File: src/rtl/secuenciador_tipo_r_if.sv
// Bundles the fetch handshake and the register-file/ALU control lines of the R-type sequencer.
interface secuenciador_tipo_r_if #(
    parameter int ANCHO_CUENTA = 16
) ();
    logic                    instr_valid;
    logic [31:0]             instruccion;
    logic                    instr_ready;
    logic [4:0]              ARead1;
    logic [4:0]              ARead2;
    logic [4:0]              AWR;
    logic [5:0]              operador;
    logic                    lat_op;
    logic                    lat_res;
    logic                    WE;
    logic                    hecho;
    logic                    ilegal;
    logic                    ocupado;
    logic [ANCHO_CUENTA-1:0] cuenta;

    modport master (
        output instr_valid, instruccion,
        input  instr_ready, ARead1, ARead2, AWR, operador,
        input  lat_op, lat_res, WE, hecho, ilegal, ocupado, cuenta
    );

    modport slave (
        input  instr_valid, instruccion,
        output instr_ready, ARead1, ARead2, AWR, operador,
        output lat_op, lat_res, WE, hecho, ilegal, ocupado, cuenta
    );
endinterface

File: src/rtl/secuenciador_tipo_r.sv
// Multi-cycle controller stepping one R-type instruction through DECODE, READ, EXEC and WRITE.
// All strobes are decoded from registered state, so they are glitch-free and drop at once on reset.
module secuenciador_tipo_r #(
    parameter int ANCHO_CUENTA = 16
) (
    input logic                  clk,
    input logic                  rst_n,
    secuenciador_tipo_r_if.slave bus
);

    localparam logic [2:0] IDLE   = 3'd0;
    localparam logic [2:0] DECODE = 3'd1;
    localparam logic [2:0] READ   = 3'd2;
    localparam logic [2:0] EXEC   = 3'd3;
    localparam logic [2:0] WRITE  = 3'd4;

    logic [2:0]              state_q, state_d;
    logic [31:0]             instr_q, instr_d;
    logic [ANCHO_CUENTA-1:0] cuenta_q, cuenta_d;

    logic es_tipo_r;
    logic rd_no_cero;
    logic unused_shamt;

    assign es_tipo_r    = (instr_q[31:26] == 6'b000000);
    assign rd_no_cero   = (instr_q[15:11] != 5'd0);
    assign unused_shamt = ^instr_q[10:6];

    always_comb begin
        state_d  = state_q;
        instr_d  = instr_q;
        cuenta_d = cuenta_q;
        case (state_q)
            IDLE: begin
                if (bus.instr_valid) begin
                    instr_d = bus.instruccion;
                    state_d = DECODE;
                end
            end
            DECODE:  state_d = es_tipo_r ? READ : IDLE;
            READ:    state_d = EXEC;
            EXEC:    state_d = WRITE;
            WRITE: begin
                cuenta_d = cuenta_q + 1'b1;
                state_d  = IDLE;
            end
            default: state_d = IDLE;
        endcase
    end

    always_ff @(posedge clk or negedge rst_n) begin
        if (!rst_n) begin
            state_q  <= IDLE;
            instr_q  <= '0;
            cuenta_q <= '0;
        end else begin
            state_q  <= state_d;
            instr_q  <= instr_d;
            cuenta_q <= cuenta_d;
        end
    end

    assign bus.instr_ready = (state_q == IDLE);
    assign bus.ocupado     = (state_q != IDLE);
    assign bus.ARead1      = instr_q[25:21];
    assign bus.ARead2      = instr_q[20:16];
    assign bus.AWR         = instr_q[15:11];
    assign bus.operador    = instr_q[5:0];
    assign bus.lat_op      = (state_q == READ);
    assign bus.lat_res     = (state_q == EXEC);
    assign bus.WE          = (state_q == WRITE) && rd_no_cero;
    assign bus.hecho       = (state_q == WRITE);
    assign bus.ilegal      = (state_q == DECODE) && !es_tipo_r;
    assign bus.cuenta      = cuenta_q;

endmodule

File: src/flat_wrapper.sv
// flat-port wrapper written by rule: the top's interface ports become plain ports
module secuenciador_tipo_r_flat 
#(
    parameter int ANCHO_CUENTA = 16
)
  (clk, rst_n, bus_instr_valid, bus_instruccion, bus_instr_ready, bus_ARead1, bus_ARead2, bus_AWR, bus_operador, bus_lat_op, bus_lat_res, bus_WE, bus_hecho, bus_ilegal, bus_ocupado, bus_cuenta);
  secuenciador_tipo_r_if #(.ANCHO_CUENTA(ANCHO_CUENTA)) bus_i ();
  input logic clk;
  input logic rst_n;
  input wire logic [$bits(bus_i.instr_valid)-1:0] bus_instr_valid;
  input wire logic [$bits(bus_i.instruccion)-1:0] bus_instruccion;
  output wire logic [$bits(bus_i.instr_ready)-1:0] bus_instr_ready;
  output wire logic [$bits(bus_i.ARead1)-1:0] bus_ARead1;
  output wire logic [$bits(bus_i.ARead2)-1:0] bus_ARead2;
  output wire logic [$bits(bus_i.AWR)-1:0] bus_AWR;
  output wire logic [$bits(bus_i.operador)-1:0] bus_operador;
  output wire logic [$bits(bus_i.lat_op)-1:0] bus_lat_op;
  output wire logic [$bits(bus_i.lat_res)-1:0] bus_lat_res;
  output wire logic [$bits(bus_i.WE)-1:0] bus_WE;
  output wire logic [$bits(bus_i.hecho)-1:0] bus_hecho;
  output wire logic [$bits(bus_i.ilegal)-1:0] bus_ilegal;
  output wire logic [$bits(bus_i.ocupado)-1:0] bus_ocupado;
  output wire logic [$bits(bus_i.cuenta)-1:0] bus_cuenta;
  assign bus_i.instr_valid = bus_instr_valid;
  assign bus_i.instruccion = bus_instruccion;
  assign bus_instr_ready = bus_i.instr_ready;
  assign bus_ARead1 = bus_i.ARead1;
  assign bus_ARead2 = bus_i.ARead2;
  assign bus_AWR = bus_i.AWR;
  assign bus_operador = bus_i.operador;
  assign bus_lat_op = bus_i.lat_op;
  assign bus_lat_res = bus_i.lat_res;
  assign bus_WE = bus_i.WE;
  assign bus_hecho = bus_i.hecho;
  assign bus_ilegal = bus_i.ilegal;
  assign bus_ocupado = bus_i.ocupado;
  assign bus_cuenta = bus_i.cuenta;
  secuenciador_tipo_r #(.ANCHO_CUENTA(ANCHO_CUENTA)) u_core (.clk(clk), .rst_n(rst_n), .bus(bus_i));
endmodule
File: config.mk
export PLATFORM = sky130hd
export DESIGN_NAME = secuenciador_tipo_r_flat
export DESIGN_NICKNAME = d
export VERILOG_FILES = /design/src/rtl/secuenciador_tipo_r_if.sv /design/src/rtl/secuenciador_tipo_r.sv /design/src/flat_wrapper.sv
export SDC_FILE = /design/constraint.sdc
export NUM_CORES = 1
export LEC_CHECK = 0
export ABC_CLOCK_PERIOD_IN_PS = 3830
export CORE_ASPECT_RATIO = 0.75
export CORE_MARGIN = 5
export CORE_UTILIZATION = 47
export CTS_CLUSTER_DIAMETER = 80
export DETAILED_ROUTE_END_ITERATION = 6
export GPL_TIMING_DRIVEN = 0
export HOLD_SLACK_MARGIN = 0.06
export PLACE_DENSITY = 0.85
export SYNTH_ARGS = -nofsm -noshare
export SYNTH_HDL_FRONTEND = slang
export SYNTH_SLANG_ARGS = --single-unit
File: constraint.sdc
create_clock -name clk -period 3.83 [get_ports clk]
set_input_delay 0.766 -clock clk [delete_from_list [all_inputs] [get_ports clk]]
set_output_delay 0.766 -clock clk [all_outputs]
set_load 0.02 [all_outputs]
==> results.py <==
metrics = {
    "die": {
        "ioPinCount": 79,
        "die_w_um": 86.9,
        "start_util_pct": 47.8,
        "die_area_um2": 5880,
        "die_y_um": 67.7,
        "core_area_um2": 4360,
        "rows": 21,
    },
    "routing": {
        "num_vias": 1442,
        "drtAntennaViolNets": 0,
        "avgViaCountPerCell": 4.81,
        "drc": 0,
        "drt_wl_total_um": 4270,
        "wl_per_cell_um": 14.2,
        "first_iter_violations": 53,
        "drtPass1Iterations": 4,
    },
    "placement": {
        "gp_congestion": 0.753,
        "dp_hpwl_um": 3380,
        "io_buffers": 73,
    },
    "logic_synthesis": {
        "synth_edf_count": 0,
        "ys_types": 29,
        "synthFlopType": "dfrtp_1",
        "synth_area_leader_cell": "dfrtp_1",
        "netlist.area_leader.share_pct": 55.3,
        "netlist_instances": 161,
        "syn_nets": 197,
        "ys_top_cells_by_count": "dfrtp_1, mux2_2, buf_4, xnor2_1",
        "synth_seq_area_share_pct": 55.3,
        "syn_avg_cell_area_um2": 12.9,
        "async_flop_share_pct": 100,
        "synth.area.top_cells": "dfrtp_1, mux2_2, buf_4",
        "yosysMostFrequentCell": "dfrtp_1",
        "ys_seq_elements": 46,
        "ys_warn_count": 0,
        "synth_area_um2": 2080,
    },
    "clock_tree": {
        "cts_tree": "built",
        "clk_path_buf_depth": 2,
        "path_clk_slew_ps": 80,
        "post_cts_buffers": 0,
        "cts_made_buffers": 5,
        "cts_resized": 0,
        "clk_latency_ps": 290,
        "cts_max_level": 2,
        "hold_buffers": 0,
        "cts_root_buf": "clkbuf_8",
        "clock_sinks": 46,
    },
    "final_layout": {
        "final_layout_size_suffix_gt1_share_pct": 28.0,
        "n_fill_cell": 335,
        "final_core_util_pct": 68.8,
        "antenna_cells": 0,
        "final_net_count": 278,
        "area_growth_pct": 44.0,
    },
    "timing": {
        "post-route-period-util_pct": 73.7,
        "clock_skew_ps": 3.81,
        "setup_tns_ps": 0,
        "drv_slew": 0,
        "final-setup-viol-count": 0,
        "post-route-min-period_ps": 2820,
        "tightestPinTransition_ps": 583,
        "max_slew_margin_pct": 61.1,
        "hold_viol_final": 0,
        "clock.fmax_mhz": 354,
        "rsz0062_at_grt": "no",
    },
    "worst_setup_path": {
        "startpoint_type": "flop",
        "cp.required_ps": 3060,
        "path_max_fanout": 2,
        "crit_type": "reg -> out",
        "endpoint_kind": "output port",
        "crit_arrival_ps": 2060,
    },
    "grt": {
        "grt_pass1_vias": 1481,
        "overflow": 0,
        "grt_start_max_net_pins": 25,
        "grt_pass1_wl_um": 7100,
        "groute.usage.overall_pct": 16.0,
        "antenna_found_initial": 0,
    },
    "power": {
        "p_per_area_nw_per_um2": 467,
        "ir_drop_mv": 0.329,
        "p_leak_uw": 0.00133,
    },
    "hold_path": {
        "hp-class": "in -> async",
    },
    "outcome": {
        "status": "completed",
    },
    "run": {
        "drv_cap": 0,
    },
}
==> registers in the layout (all words and copies together), names as in the netlist <==
signal,flops
u_core.instr_q,27
u_core.state_q,3
u_core.bus.cuenta,16
==> critical path, cell delays in order (launching register included) <==
cell             delay, ps
dfrtp_1                390
or4_1                  520
nor3_1                 220
nor4b_1                 90
clkdlybuf4s50_1        550
==> power by group <==
group | switching [uW] | internal, uW | total (uW)
Combinational | 192 | 291 | 483
Sequential | 56.5 | 567 | 624
Clock | 148 | 146 | 293
==> per-layer routing <==
| layer | track usage, % | share of wire [%] | wire, um | up-vias |
|---|---|---|---|---|
| met5 | 0 | 0 | 0 | - |
| met1 | 22.0 | 45 | 1930 | 698 |
| li1 | - | - | - | 690 |
| met2 | 24.8 | 46 | 1960 | 48 |
| met4 | 6.42 | 1.5 | 63 | 0 |
| met3 | 3.29 | 7.3 | 312 | 6 |
==> cell type report <==
cell class / count / area, um^2 / share of cell area (%)
Timing Repair Buffer: 74 / 753 / 25.1
Clock inverter: 1 / 5.00 / 0.167
Multi-Input combinational cell: 86 / 718 / 23.9
Clock buffer: 7 / 86.3 / 2.88
Tap cell: 57 / 71.3 / 2.38
Buffer: 25 / 199 / 6.63
Inverter: 4 / 15.0 / 0.501
Sequential cell: 46 / 1150 / 38.4
==> worst paths after layout <==
check                                       from               endpoint  slack (ps)  depth (start not counted)
max                           u_core.instr_q[29]             bus_ilegal        1010                          4
max reg2reg                    u_core.state_q[0]     u_core.instr_q[30]        1840                          6
max in group asynchronous                  rst_n   u_core.bus.cuenta[4]        2850                          2
min                                        rst_n      u_core.instr_q[4]         470                          1
min in group clk           u_core.bus.cuenta[15]  u_core.bus.cuenta[15]         470                          1
min reg2reg                u_core.bus.cuenta[15]  u_core.bus.cuenta[15]         470                          1
==> stage by stage <==
| step | cells | cell area [um^2] | power [uW] | worst slack (ps) | hold WS, ps |
|---|---|---|---|---|---|
| 2_1_floorplan | 161 | 2080 | 906 | 1770 | 470 |
| 3_3_place_gp | 291 | 2890 | 1100 | 771 | 459 |
| 3_5_place_dp | 292 | 2910 | 1120 | 1320 | 469 |
| 4_1_cts | 300 | 3000 | 1420 | 985 | 480 |
| 5_1_grt | 300 | 3000 | 1480 | 910 | 497 |
| 6_report | 300 | 3000 | 1400 | 1010 | 472 |
==> cell usage in the layout (no fill, tap or decap), types with 4 or more instances in the layout <==
cell type / synthesis / final
clkdlybuf4s50_1: 0 / 72
dfrtp_1: 46 / 46
mux2_2: 27 / 27
buf_4: 22 / 22
xnor2_1: 9 / 9
nor3_1: 6 / 6
xor2_1: 6 / 6
nand2_1: 6 / 6
clkbuf_8: 0 / 6
nor2_1: 4 / 4
and3_1: 4 / 4
==> cells by family (layout without fill, tap and decap cells) <==
logic type / count (synthesis) / after routing / synth area share, %
AO/OA/AOI/OAI: 2 / 2 / 0.480
adder cells (fa/ha/maj): 1 / 1 / 0.601
buffers and inverters: 29 / 111 / 10.3
flip-flops: 46 / 46 / 55.3
XOR/XNOR: 15 / 15 / 6.31
AND/OR/NAND/NOR: 41 / 41 / 12.5
multiplexers: 27 / 27 / 14.6
Note: power is estimated with default switching activity, not from simulation.
